===== config.mk =====
export PLATFORM = sky130hd
export DESIGN_NAME = board_renderer_flat
export DESIGN_NICKNAME = d
export VERILOG_FILES = /design/src/rtl/board_renderer_pkg.sv /design/src/rtl/board_renderer_if.sv /design/src/rtl/board_renderer_render_delay.sv /design/src/rtl/board_renderer.sv /design/src/flat_wrapper.sv
export SDC_FILE = /design/constraint.sdc
export NUM_CORES = 1
export LEC_CHECK = 0
export CAP_MARGIN = 20
export CORE_MARGIN = 2
export CORE_UTILIZATION = 40
export DETAILED_ROUTE_END_ITERATION = 12
export GPL_TIMING_DRIVEN = 0
export PLACE_DENSITY = 0.77
export SLEW_MARGIN = 20
export SYNTH_ARGS = -nofsm -noshare
export SYNTH_HDL_FRONTEND = slang
export SYNTH_HIERARCHICAL = 1
export SYNTH_SLANG_ARGS = --single-unit

===== constraint.sdc =====
create_clock -name clk_in -period 1.9 [get_ports clk_in]
set_input_delay 0.285 -clock clk_in [delete_from_list [all_inputs] [get_ports clk_in]]
set_output_delay 0.285 -clock clk_in [all_outputs]
set_load 0.01 [all_outputs]

===== src/rtl/board_renderer_pkg.sv =====
// Shared board geometry, colour constants and pipeline flag bundle for the board renderer.
package board_renderer_pkg;

    localparam int BOARD_SIZE        = 64;
    localparam int LOG_BOARD_SIZE    = 6;
    localparam int WORD_SIZE         = 16;
    localparam int LOG_WORD_SIZE     = 4;
    localparam int WORDS_PER_ROW     = BOARD_SIZE / WORD_SIZE;
    localparam int LOG_WORDS_PER_ROW = LOG_BOARD_SIZE - LOG_WORD_SIZE;
    localparam int MAX_ADDR          = BOARD_SIZE * WORDS_PER_ROW;
    localparam int LOG_MAX_ADDR      = LOG_BOARD_SIZE + LOG_WORDS_PER_ROW;
    localparam int CELL_LOG          = 2;

    typedef logic [11:0] pixel_t;

    localparam pixel_t COLOR_ALIVE  = 12'hFFF;
    localparam pixel_t COLOR_DEAD   = 12'h000;
    localparam pixel_t COLOR_GRID   = 12'h333;
    localparam pixel_t COLOR_CURSOR = 12'hF00;
    localparam pixel_t COLOR_BLANK  = 12'h000;

    typedef struct packed {
        logic                     in_board;
        logic                     grid;
        logic                     cursor;
        logic [LOG_WORD_SIZE-1:0] bit_idx;
        logic                     hsync;
        logic                     vsync;
        logic                     blank;
    } render_flags_t;

    localparam render_flags_t FLAGS_RESET = '{
        in_board: 1'b0,
        grid:     1'b0,
        cursor:   1'b0,
        bit_idx:  '0,
        hsync:    1'b0,
        vsync:    1'b0,
        blank:    1'b1
    };

    // Cell column 0 of a word lives in the MSB.
    function automatic logic [LOG_WORD_SIZE-1:0] word_bit_index(input logic [LOG_WORD_SIZE-1:0] col);
        return LOG_WORD_SIZE'(WORD_SIZE - 1) - col;
    endfunction

endpackage


===== src/rtl/board_renderer_if.sv =====
// Display read port of the double buffer: word address out, word data back.
interface board_renderer_if;
    import board_renderer_pkg::*;

    logic [LOG_MAX_ADDR-1:0] addr_r_out;
    logic [WORD_SIZE-1:0]    data_r_in;

    modport master (output addr_r_out, input data_r_in);
    modport slave  (input addr_r_out, output data_r_in);

endinterface


===== src/rtl/board_renderer_render_delay.sv =====
// WIDTH x DEPTH shift register whose stages reset to a per-bit value.
module render_delay #(
    parameter int               WIDTH     = 8,
    parameter int               DEPTH     = 2,
    parameter logic [WIDTH-1:0] RESET_VAL = '0
) (
    input  logic             clk_in,
    input  logic             rst_in,
    input  logic [WIDTH-1:0] data_in,
    output logic [WIDTH-1:0] data_out
);

    logic [WIDTH-1:0] stage_d [DEPTH];
    logic [WIDTH-1:0] stage_q [DEPTH];

    always_comb begin
        stage_d[0] = data_in;
        for (int i = 1; i < DEPTH; i++) begin
            stage_d[i] = stage_q[i-1];
        end
    end

    always_ff @(posedge clk_in or posedge rst_in) begin
        if (rst_in) begin
            for (int i = 0; i < DEPTH; i++) begin
                stage_q[i] <= RESET_VAL;
            end
        end else begin
            for (int i = 0; i < DEPTH; i++) begin
                stage_q[i] <= stage_d[i];
            end
        end
    end

    assign data_out = stage_q[DEPTH-1];

endmodule


===== src/rtl/board_renderer.sv =====
// Turns VGA timing into double-buffer word reads and RGB444 pixels, with cursor blink,
// grid lines, sync signals delay-matched to the read latency, and a per-frame start pulse.
module board_renderer #(
    parameter int CELL_LOG     = board_renderer_pkg::CELL_LOG,
    parameter int READ_LATENCY = 2,
    parameter int V_ACTIVE     = 768,
    parameter int GRID_EN      = 1
) (
    input  logic                                        clk_in,
    input  logic                                        rst_in,
    input  logic [10:0]                                 hcount_in,
    input  logic [9:0]                                  vcount_in,
    input  logic                                        hsync_in,
    input  logic                                        vsync_in,
    input  logic                                        blank_in,
    input  logic [board_renderer_pkg::LOG_BOARD_SIZE-1:0] cursor_x_in,
    input  logic [board_renderer_pkg::LOG_BOARD_SIZE-1:0] cursor_y_in,
    board_renderer_if.master                            rd_bus,
    output board_renderer_pkg::pixel_t                  pixel_out,
    output logic                                        hsync_out,
    output logic                                        vsync_out,
    output logic                                        blank_out,
    output logic                                        frame_start_out
);

    import board_renderer_pkg::*;

    localparam logic [10:0] H_EXTENT = 11'(BOARD_SIZE << CELL_LOG);
    localparam logic [9:0]  V_EXTENT = 10'(BOARD_SIZE << CELL_LOG);
    localparam logic [9:0]  V_START  = 10'(V_ACTIVE);

    logic [LOG_BOARD_SIZE-1:0] cell_x;
    logic [LOG_BOARD_SIZE-1:0] cell_y;
    render_flags_t             flags_now;
    render_flags_t             flags_dly;
    logic                      cell_bit;

    logic [LOG_MAX_ADDR-1:0]   addr_d,        addr_q;
    pixel_t                    pixel_d,       pixel_q;
    logic                      hsync_d,       hsync_q;
    logic                      vsync_d,       vsync_q;
    logic                      blank_d,       blank_q;
    logic                      frame_start_d, frame_start_q;
    logic                      armed_d,       armed_q;
    logic [5:0]                frame_cnt_d,   frame_cnt_q;

    always_comb begin
        cell_x             = LOG_BOARD_SIZE'(hcount_in >> CELL_LOG);
        cell_y             = LOG_BOARD_SIZE'(vcount_in >> CELL_LOG);
        addr_d             = {cell_y, cell_x[LOG_BOARD_SIZE-1:LOG_WORD_SIZE]};
        flags_now          = FLAGS_RESET;
        flags_now.in_board = (hcount_in < H_EXTENT) && (vcount_in < V_EXTENT);
        flags_now.grid     = (hcount_in[CELL_LOG-1:0] == '0) || (vcount_in[CELL_LOG-1:0] == '0);
        flags_now.cursor   = (cell_x == cursor_x_in) && (cell_y == cursor_y_in);
        flags_now.bit_idx  = word_bit_index(cell_x[LOG_WORD_SIZE-1:0]);
        flags_now.hsync    = hsync_in;
        flags_now.vsync    = vsync_in;
        flags_now.blank    = blank_in;
    end

    // Flags enter the delay line unregistered so they meet data_r_in READ_LATENCY cycles on.
    render_delay #(
        .WIDTH     ($bits(render_flags_t)),
        .DEPTH     (READ_LATENCY),
        .RESET_VAL (FLAGS_RESET)
    ) u_flag_delay (
        .clk_in   (clk_in),
        .rst_in   (rst_in),
        .data_in  (flags_now),
        .data_out (flags_dly)
    );

    always_comb begin
        frame_start_d = armed_q && (hcount_in == '0) && (vcount_in == V_START);
        armed_d       = armed_q;
        frame_cnt_d   = frame_cnt_q;
        if (frame_start_d) begin
            armed_d     = 1'b0;
            frame_cnt_d = frame_cnt_q + 6'd1;
        end else if (vcount_in == '0) begin
            armed_d = 1'b1;
        end
    end

    always_comb begin
        cell_bit = rd_bus.data_r_in[flags_dly.bit_idx];
        hsync_d  = flags_dly.hsync;
        vsync_d  = flags_dly.vsync;
        blank_d  = flags_dly.blank;
        if (flags_dly.blank || !flags_dly.in_board) begin
            pixel_d = COLOR_BLANK;
        end else if (flags_dly.cursor && frame_cnt_q[5]) begin
            pixel_d = COLOR_CURSOR;
        end else if (cell_bit) begin
            pixel_d = COLOR_ALIVE;
        end else if ((GRID_EN != 0) && flags_dly.grid) begin
            pixel_d = COLOR_GRID;
        end else begin
            pixel_d = COLOR_DEAD;
        end
    end

    always_ff @(posedge clk_in or posedge rst_in) begin
        if (rst_in) begin
            addr_q        <= '0;
            pixel_q       <= COLOR_BLANK;
            hsync_q       <= 1'b0;
            vsync_q       <= 1'b0;
            blank_q       <= 1'b1;
            frame_start_q <= 1'b0;
            armed_q       <= 1'b1;
            frame_cnt_q   <= '0;
        end else begin
            addr_q        <= addr_d;
            pixel_q       <= pixel_d;
            hsync_q       <= hsync_d;
            vsync_q       <= vsync_d;
            blank_q       <= blank_d;
            frame_start_q <= frame_start_d;
            armed_q       <= armed_d;
            frame_cnt_q   <= frame_cnt_d;
        end
    end

    assign rd_bus.addr_r_out = addr_q;
    assign pixel_out         = pixel_q;
    assign hsync_out         = hsync_q;
    assign vsync_out         = vsync_q;
    assign blank_out         = blank_q;
    assign frame_start_out   = frame_start_q;

endmodule


===== src/flat_wrapper.sv =====
// flat-port wrapper written by rule: the top's interface ports become plain ports
module board_renderer_flat import board_renderer_pkg::*;
#(
    parameter int CELL_LOG     = board_renderer_pkg::CELL_LOG,
    parameter int READ_LATENCY = 2,
    parameter int V_ACTIVE     = 768,
    parameter int GRID_EN      = 1
)
  (clk_in, rst_in, hcount_in, vcount_in, hsync_in, vsync_in, blank_in, cursor_x_in, cursor_y_in, pixel_out, hsync_out, vsync_out, blank_out, frame_start_out, rd_bus_addr_r_out, rd_bus_data_r_in);
  board_renderer_if rd_bus_i ();
  input  logic clk_in;
  input  logic rst_in;
  input  logic [10:0] hcount_in;
  input  logic [9:0] vcount_in;
  input  logic hsync_in;
  input  logic vsync_in;
  input  logic blank_in;
  input  logic [board_renderer_pkg::LOG_BOARD_SIZE-1:0] cursor_x_in;
  input  logic [board_renderer_pkg::LOG_BOARD_SIZE-1:0] cursor_y_in;
  output board_renderer_pkg::pixel_t pixel_out;
  output logic hsync_out;
  output logic vsync_out;
  output logic blank_out;
  output logic frame_start_out;
  output wire logic [$bits(rd_bus_i.addr_r_out)-1:0] rd_bus_addr_r_out;
  input wire logic [$bits(rd_bus_i.data_r_in)-1:0] rd_bus_data_r_in;
  assign rd_bus_addr_r_out = rd_bus_i.addr_r_out;
  assign rd_bus_i.data_r_in = rd_bus_data_r_in;
  board_renderer #(.CELL_LOG(CELL_LOG), .READ_LATENCY(READ_LATENCY), .V_ACTIVE(V_ACTIVE), .GRID_EN(GRID_EN)) u_core (.clk_in(clk_in), .rst_in(rst_in), .hcount_in(hcount_in), .vcount_in(vcount_in), .hsync_in(hsync_in), .vsync_in(vsync_in), .blank_in(blank_in), .cursor_x_in(cursor_x_in), .cursor_y_in(cursor_y_in), .rd_bus(rd_bus_i), .pixel_out(pixel_out), .hsync_out(hsync_out), .vsync_out(vsync_out), .blank_out(blank_out), .frame_start_out(frame_start_out));
endmodule

-- Word level (Yosys, flattened, before mapping)
Index checks and enable logic that the tools add are counted.
- equal/unequal tests: 3
- $lt $le $gt $ge: 3
- add/subtract/negate cells: 2
- multiplexer cells: 8
- reduce and logical (&&, ||, !) cells: 13
- operators with widths (kind ; number):
    12-bit 2-to-1 mux ; 3
    6-bit equality test ; 2
    11-bit logical NOT ; 1
    11-bit by 9-bit less-than comparator with 1-bit output, second input constant ; 1
    10-bit equality test, second input constant ; 1
    10-bit logical NOT ; 1
    10-bit by 9-bit less-than comparator with 1-bit output, second input constant ; 1
    10-bit 2-to-1 mux ; 1
    6-bit by 1-bit adder with 6-bit output, second input constant ; 1
    1-bit logical AND ; 5
    4-bit by 5-bit less-than comparator with 1-bit output, second input constant ; 1
    1-bit binary-select mux with 4-bit select ; 1
    2-bit logical NOT ; 2
    4-bit subtractor, first input constant ; 1
    1-bit 2-to-1 mux ; 3
    1-bit logical OR ; 2
    2-bit nonzero test ; 1
    1-bit logical NOT ; 1
- output and inout bits: 24
- flip-flop bits (word level): 51
- bits of input ports: 54
- logic and storage cells: 39

-- Longest topological paths before layout
Gate-level depths: netlist of the first run.
- depth after elaboration: 5
- gate-level depth with buffers: 5

-- By module
The synthesis of the first run kept the hierarchy.
- modules (own cells, without submodules) (module ; times used ; area each (µm²) ; cells an instance):
    board_renderer ; 1 ; 1243.7 ; 110
    render_delay ; 1 ; 506.7 ; 21

-- Least setup slack after synthesis of the first run
OpenSTA, ideal clock, no wires.
- path type: input port to flip-flop
- start point: input hcount_in[9]
- end point: register u_core.frame_cnt_q[1]
- path slack: 0.036 ns
- setup time: 0.128 ns
- data arrival time: 1.736 ns
- required time: 1.772 ns
- stages: 5
- path through: or3_1 -> or4_1 -> buf_6 -> nor3_4 -> mux2_1
- word-level cells in the longest chain between the ends: 3
- RTL lines (what ; line ; RTL):
    start, declared ; flat_wrapper.sv:13 ; input logic [10:0] hcount_in;
    11-bit logical NOT ; board_renderer.sv:74 ; frame_start_d = armed_q && (hcount_in == '0) && (vcount_in == V_START);
    1-bit logical AND (2 in series) ; board_renderer.sv:74 ;
    end signal, assigned ; board_renderer.sv:121 ; frame_cnt_q <= frame_cnt_d;
    end, declared ; board_renderer.sv:45 ; logic [5:0] frame_cnt_d, frame_cnt_q;
No other way between the ends.
A chain may end at the register's enable or synchronous reset.

-- Worst setup path after layout of the first run
- start point: input vcount_in[4]
- end point: register u_core.frame_cnt_q[1]
- word-level cells in the longest chain between the ends: 2
- RTL lines (what ; line ; RTL):
    start, declared ; flat_wrapper.sv:14 ; input logic [9:0] vcount_in;
    10-bit equality test ; board_renderer.sv:74 ;
    1-bit logical AND ; board_renderer.sv:74 ;
No other way between the ends.

==> metrics.txt, run 1 <==
DRC violations left 0; combinational share of power 0.125; Fill cells 339; status completed; worst setup path startpoint vcount_in[4]; die area 4921 µm²; number of global-route vias before repair 1361; area leader, netlist dfrtp_1; synthesized area 1750 µm²; Hold EP u_core/vsync_out$_DFF_PP0_; FMAX 0.5395 GHz; Post-Synthesis Cells 131; antenna diode count 0; Post-synth EDFFs 0; Reg power frac 0.472; #FFs+latches synth 43; Hold WC Path Type reg2reg; Synth cell types 33; Synth-to-Final Area Change 58.40%; count of final setup violators 0; CTS buffer count 5; total iterations of the first detailed-routing run 4; Setup CP Type in2reg; setup ws final 0.04637 ns; Post-synth ARST share 1.000; Final HPWL DP 2.767 mm; fin crit period 1.854 ns; Int Power 0.001631 W; clk sink count 43; aggregate global routing overflow 0; routed vias/inst 4.695; syn nets 186; register area share after synthesis 0.6176; post-synth top area share 0.5575; worst r2r src u_core/armed_q$_DFFE_PP1P_; nets@finish 271; final worst clock skew 0.009745 ns; max-slew violations 0; CP arrival 2.04 ns; Rel. slew slack 0.3972; WHS Path Cells 0; RSZ-0062 raised after global routing no; CTS tree yes; Max Fanout on Critical Path 7; yosys warns 6; Placement Rows 24; switching share of total power 0.1958; Total Routed Length 3.465 mm; Longest Clk Path Bufs 2; Max VDD drop 0.0004351 V; Setup WS pre-CTS -0.4332 ns; Core ar. 4294 µm²; die height 70.15 µm; clock network power share 0.403; Worst Path Required 2.08 ns; root buf cell clkbuf_8; Synth Flop Type dfrtp_1; CP endpoint kind flop; H-tree Lvls 2; reg2reg path depth 4; hold_ws 0.3520 ns; Commonest cells post-synth dfrtp_1, xnor2_1, inv_1; Final Hold Viols 0; fin crit share 0.9756; initial antenna violation count 0; P per Cell Area 731.3 nW/µm²; Tot Pwr 0.002028 W; initial cell density of the core 0.4076; DR iter-0 viols 24; Layout Cells excl Fill 269; I/O pin count 78; first-pass GRT wire length 6.161 mm; Clk pin slew, worst setup/hold paths 0.08 ns; total leakage power 1.281 nW; worst-margin pin slew 0.9033 ns; cell count after placement 260; GRT Overall Usage 0.1617; WL per Instance 12.88 µm; Die W 70.15 µm; port buffer count 77; ratio of cells with drive above 1 in the final layout 0.1567; average size of a mapped cell 13.36 µm²; vias 1263; GPL Wtd Cong 0.7701; final antenna-violating net count 0; top-count cell post-synth dfrtp_1; FF-to-FF End u_core/frame_cnt_q[1]$_DFFE_PP0P_; Worst Setup Start Kind input port; hold_sp u_core/u_flag_delay/data_out[1]$_DFF_PP0_; Synth area leaders dfrtp_1, dfstp_2, xnor2_1; max cap viols 0; switching power total 0.0003970 W; clk_lat worst skew 0.29 ns; r2r setup slk 0.44 ns; largest net degree at the start of global routing 24
[cell usage in the layout, fill, tap and decap left out, types with 2 or more instances in the layout]
| master | instances |
|---|---|
| a31oi_1 | 2 |
| nand4_1 | 3 |
| buf_4 | 10 |
| dfstp_2 | 4 |
| nand2b_1 | 2 |
| nor4_2 | 3 |
| nand3_1 | 3 |
| nand2_1 | 3 |
| clkbuf_8 | 5 |
| mux2i_1 | 8 |
| a22oi_1 | 4 |
| nor2_1 | 2 |
| nor3_1 | 3 |
| nor2b_1 | 2 |
| dfrtp_1 | 39 |
| nor4_1 | 2 |
| xor2_1 | 5 |
| inv_1 | 9 |
| xnor2_1 | 12 |
| clkdlybuf4s50_1 | 74 |
| bufinv_16 | 2 |
| dlymetal6s2s_1 | 3 |
[critical path: stages]
cell,delay (ns)
clkdlybuf4s50_1,0.47
nor4_1,0.43
nand2_2,0.26
nor3_4,0.27
mux2_4,0.32
[worst max-delay path by stage]
stage | to | slack (ns) | depth (start not counted)
final | u_core/frame_cnt_q[1]$_DFFE_PP0P_ | 0.05 | 5
after global routing | u_core/frame_cnt_q[1]$_DFFE_PP0P_ | 0.001 | 5
after CTS | u_core/frame_cnt_q[5]$_DFFE_PP0P_ | -0.02 | 6
after detailed placement | u_core/frame_cnt_q[1]$_DFFE_PP0P_ | -0.43 | 6
after global placement | u_core/frame_cnt_q[1]$_DFFE_PP0P_ | -0.44 | 6
after floorplan | u_core/frame_cnt_q[1]$_DFFE_PP0P_ | 0.04 | 5
[metal layers]
metal,vias up,global-route usage,part of all wire
met5,-,0,0
met4,0,0.05128,0.016
met3,6,0.09091,0.14
met2,77,0.2508,0.45
met1,572,0.1914,0.39
li1,608,-,-
[kinds of logic after synthesis]
kind of cell	Yosys count	share of synthesized area
AO/OA/AOI/OAI	10	0.04074
buffers and inverters	19	0.06290
adder cells (fa/ha/maj)	1	0.007147
multiplexers	9	0.05218
XOR/XNOR	17	0.08506
AND/OR/NAND/NOR	32	0.1344
flip-flops	43	0.6176
[metrics by stage]
step / area, µm² / setup TNS [ns] / utilization
2_1_floorplan: 1750 / 0 / -
3_3_place_gp: 2586 / -1.905 / 0.6023
3_5_place_dp: 2586 / -1.962 / 0.6023
4_1_cts: 2744 / -0.02886 / 0.6390
5_1_grt: 2773 / 0 / 0.6457
6_report: 2773 / 0 / 0.6457
[registers in the layout (all words and copies together), names as in the netlist]
register,flops
u_core/frame_start_out,1
u_core/u_flag_delay/stage_d,10
u_core/vsync_out,1
u_core/hsync_out,1
u_core/rd_bus.addr_r_out,8
u_core/frame_cnt_q,6
u_core/armed_q,1
u_core/pixel_out,4
u_core/u_flag_delay/data_out,10
u_core/blank_out,1
[layout make-up]
cell class	instances	area [µm²]	area share
timing repair buffer	79	793.3	0.2861
sequential	43	1081	0.3899
clock buffer	5	68.82	0.02482
inverter	9	33.78	0.01218
multi-input combinational	69	598.1	0.2157
clock inverter	3	67.56	0.02437
buffer	9	65.06	0.02347
tap	52	65.06	0.02347
[power groups by stage]
stage / sequential, W / combinational [W] / clock, W
after floorplan: 0.000981 / 0.0000778 / 0
after global placement: 0.000975 / 0.000250 / 0
after detailed placement: 0.000976 / 0.000253 / 0
after CTS: 0.000958 / 0.000255 / 0.000843
after global routing: 0.000962 / 0.000277 / 0.000883
final: 0.000958 / 0.000253 / 0.000817
[what timing repair did]
| action | in CTS | in global routing |
|---|---|---|
| pin swaps | 2 | 3 |
| hold buffers | 0 | 0 |
| buffers inserted | 1 | 1 |
| setup endpoints to repair | 2 | 4 |
| resized for setup | 3 | 7 |
(Power assumes the default switching activity.)
==> inputs of run 2 (changes only) <==
--- a/config.mk
+++ b/config.mk
@@ -9,7 +9,6 @@
 export CORE_MARGIN = 2
 export CORE_UTILIZATION = 40
 export DETAILED_ROUTE_END_ITERATION = 12
-export GPL_TIMING_DRIVEN = 0
 export PLACE_DENSITY = 0.77
 export SLEW_MARGIN = 20
 export SYNTH_ARGS = -nofsm -noshare
==> run 2 against run 1 <==
Cell area increased by 1.3%; sequential power increased by 0.4%; worst hold slack got worse by 0.069 ns; flip-flop and latch count unchanged.
==> metrics.txt, run 2 (same netlist as run 1, synthesis figures left out) <==
ratio of cells with drive above 1 in the final layout 0.1652; Setup WS pre-CTS -0.3835 ns; antenna diode count 0; commonest non-fill, non-tap cell in the layout clkdlybuf4s50_1; largest net degree at the start of global routing 24; Placement Rows 24; Total Routed Length 3.800 mm; DR iter-0 viols 16; CTS buffer count 5; initial cell density of the core 0.4076; total leakage power 1.324 nW; Setup CP Type in2reg; H-tree Lvls 2; RSZ-0062 raised after global routing no; CTS tree yes; die height 70.15 µm; routed vias/inst 4.779; worst r2r src u_core/armed_q$_DFFE_PP1P_; nets@finish 278; Post-Layout Inst Area 2808 µm²; CP Cell Sequence dlymetal6s2s_1, or3_1, or4_4, buf_8, nor4_2, xor2_1; final antenna-violating net count 0; Die W 70.15 µm; vias 1319; Worst Path Required 2.12 ns; GR Util met2 0.2889; Crit path largest cell delay 0.58 ns; # hold bufs at CTS 0; gr busiest metal met2; port buffer count 77; WL per Instance 13.77 µm; final worst clock skew 0.009803 ns; post-placement cell area 2645 µm²; Longest Clk Path Bufs 2; most frequent cells in the layout clkdlybuf4s50_1, dfrtp_1, buf_4, xnor2_1, inv_1; max cap viols 0; Fill cells 332; status completed; clk sink count 43; Final Hold Viols 0; worst-margin pin slew 0.4162 ns; Final HPWL DP 3.015 mm; P per Cell Area 695.5 nW/µm²; total iterations of the first detailed-routing run 4; hold_sp hcount_in[9]; CP endpoint kind flop; met3 Resource Use GR 0.07504; Max VDD drop 0.0003957 V; setup TNS 0 ns; setup ws final 0.1289 ns; hold_ws 0.2831 ns; Worst Setup Start Kind input port; Synth-to-Final Area Change 60.40%; aggregate global routing overflow 0; met1 usage 0.1724; I/O pin count 78; CP arrival 1.99 ns; Crit-path slowest cell or4_4; clk_lat worst skew 0.29 ns; worst setup path startpoint hcount_in[8]; Rel. slew slack 0.7226; setup bufs post-CTS 0; DRC violations left 0; initial antenna violation count 0; FMAX 0.5646 GHz; Core ar. 4294 µm²; number of global-route vias before repair 1467; count of final setup violators 0; fin crit period 1.771 ns; Max Fanout on Critical Path 5; fin crit share 0.9321; max-slew violations 0; Clk pin slew, worst setup/hold paths 0.08 ns; GPL Wtd Cong 0.7789; first-pass GRT wire length 6.285 mm; Hold WC Path Type in2reg; GRT Overall Usage 0.1670; root buf cell clkbuf_8; die area 4921 µm²
-- run 2: report_power, final --
part	total (W)	internal (W)	switching (W)	leakage, nW
registers	0.000962	0.000948	0.0000135	0.532
clock network	0.000724	0.000425	0.000298	0.0612
logic	0.000267	0.000173	0.0000945	0.731
total	0.00195	0.00155	0.000406	1.32
-- run 2: area by class of cell --
type / instances / area [µm²] / share of cell area
Tap cell: 52 / 65.06 / 0.02317
Sequential cell: 43 / 1081 / 0.3850
Clock inverter: 2 / 35.03 / 0.01248
Clock buffer: 6 / 82.58 / 0.02941
Multi-Input combinational cell: 69 / 589.3 / 0.2099
Timing Repair Buffer: 95 / 920.9 / 0.3280
Inverter: 9 / 33.78 / 0.01203
-- run 2: routing by layer --
layer,wire [µm],vias up,part of all wire
li1,-,628,-
met1,1397,609,0.37
met2,1864,77,0.49
met3,473,5,0.12
met4,65,0,0.017
met5,0,-,0
-- run 2: worst paths after layout --
| check | end | slack, ns | cells after the start |
|---|---|---|---|
| worst max-delay path | u_core/frame_cnt_q[3]$_DFFE_PP0P_ | 0.13 | 6 |
| worst min-delay path | u_core/u_flag_delay/stage_d[9]$_DFF_PP0_ | 0.28 | 3 |
| worst max register to register | u_core/frame_cnt_q[1]$_DFFE_PP0P_ | 0.41 | 4 |
| worst min register to register | u_core/u_flag_delay/data_out[1]$_DFF_PP0_ | 0.35 | 0 |
| max in group asynchronous | u_core/armed_q$_DFFE_PP1P_ | 1.25 | 3 |
| min in group asynchronous | u_core/u_flag_delay/stage_d[2]$_DFF_PP0_ | 0.33 | 3 |
-- run 2: repair_timing --
action,in CTS,in global routing
setup endpoints to repair,4,4
gates resized for setup,2,7
pin swaps,0,5
-- run 2: per-stage QoR --
step / std cells / power (W) / util
2_1_floorplan: 131 / 0.001059 / -
3_3_place_gp: 268 / 0.001244 / 0.6160
3_5_place_dp: 268 / 0.001250 / 0.6160
4_1_cts: 276 / 0.001979 / 0.6463
5_1_grt: 276 / 0.002038 / 0.6538
6_report: 276 / 0.001953 / 0.6538
-- run 2: critical path, delay by kind of cell --
kind	cells	cell delay [ns]
xor+xnor	1	0.17
buf+inv	2	0.27
simple gates	3	1.26
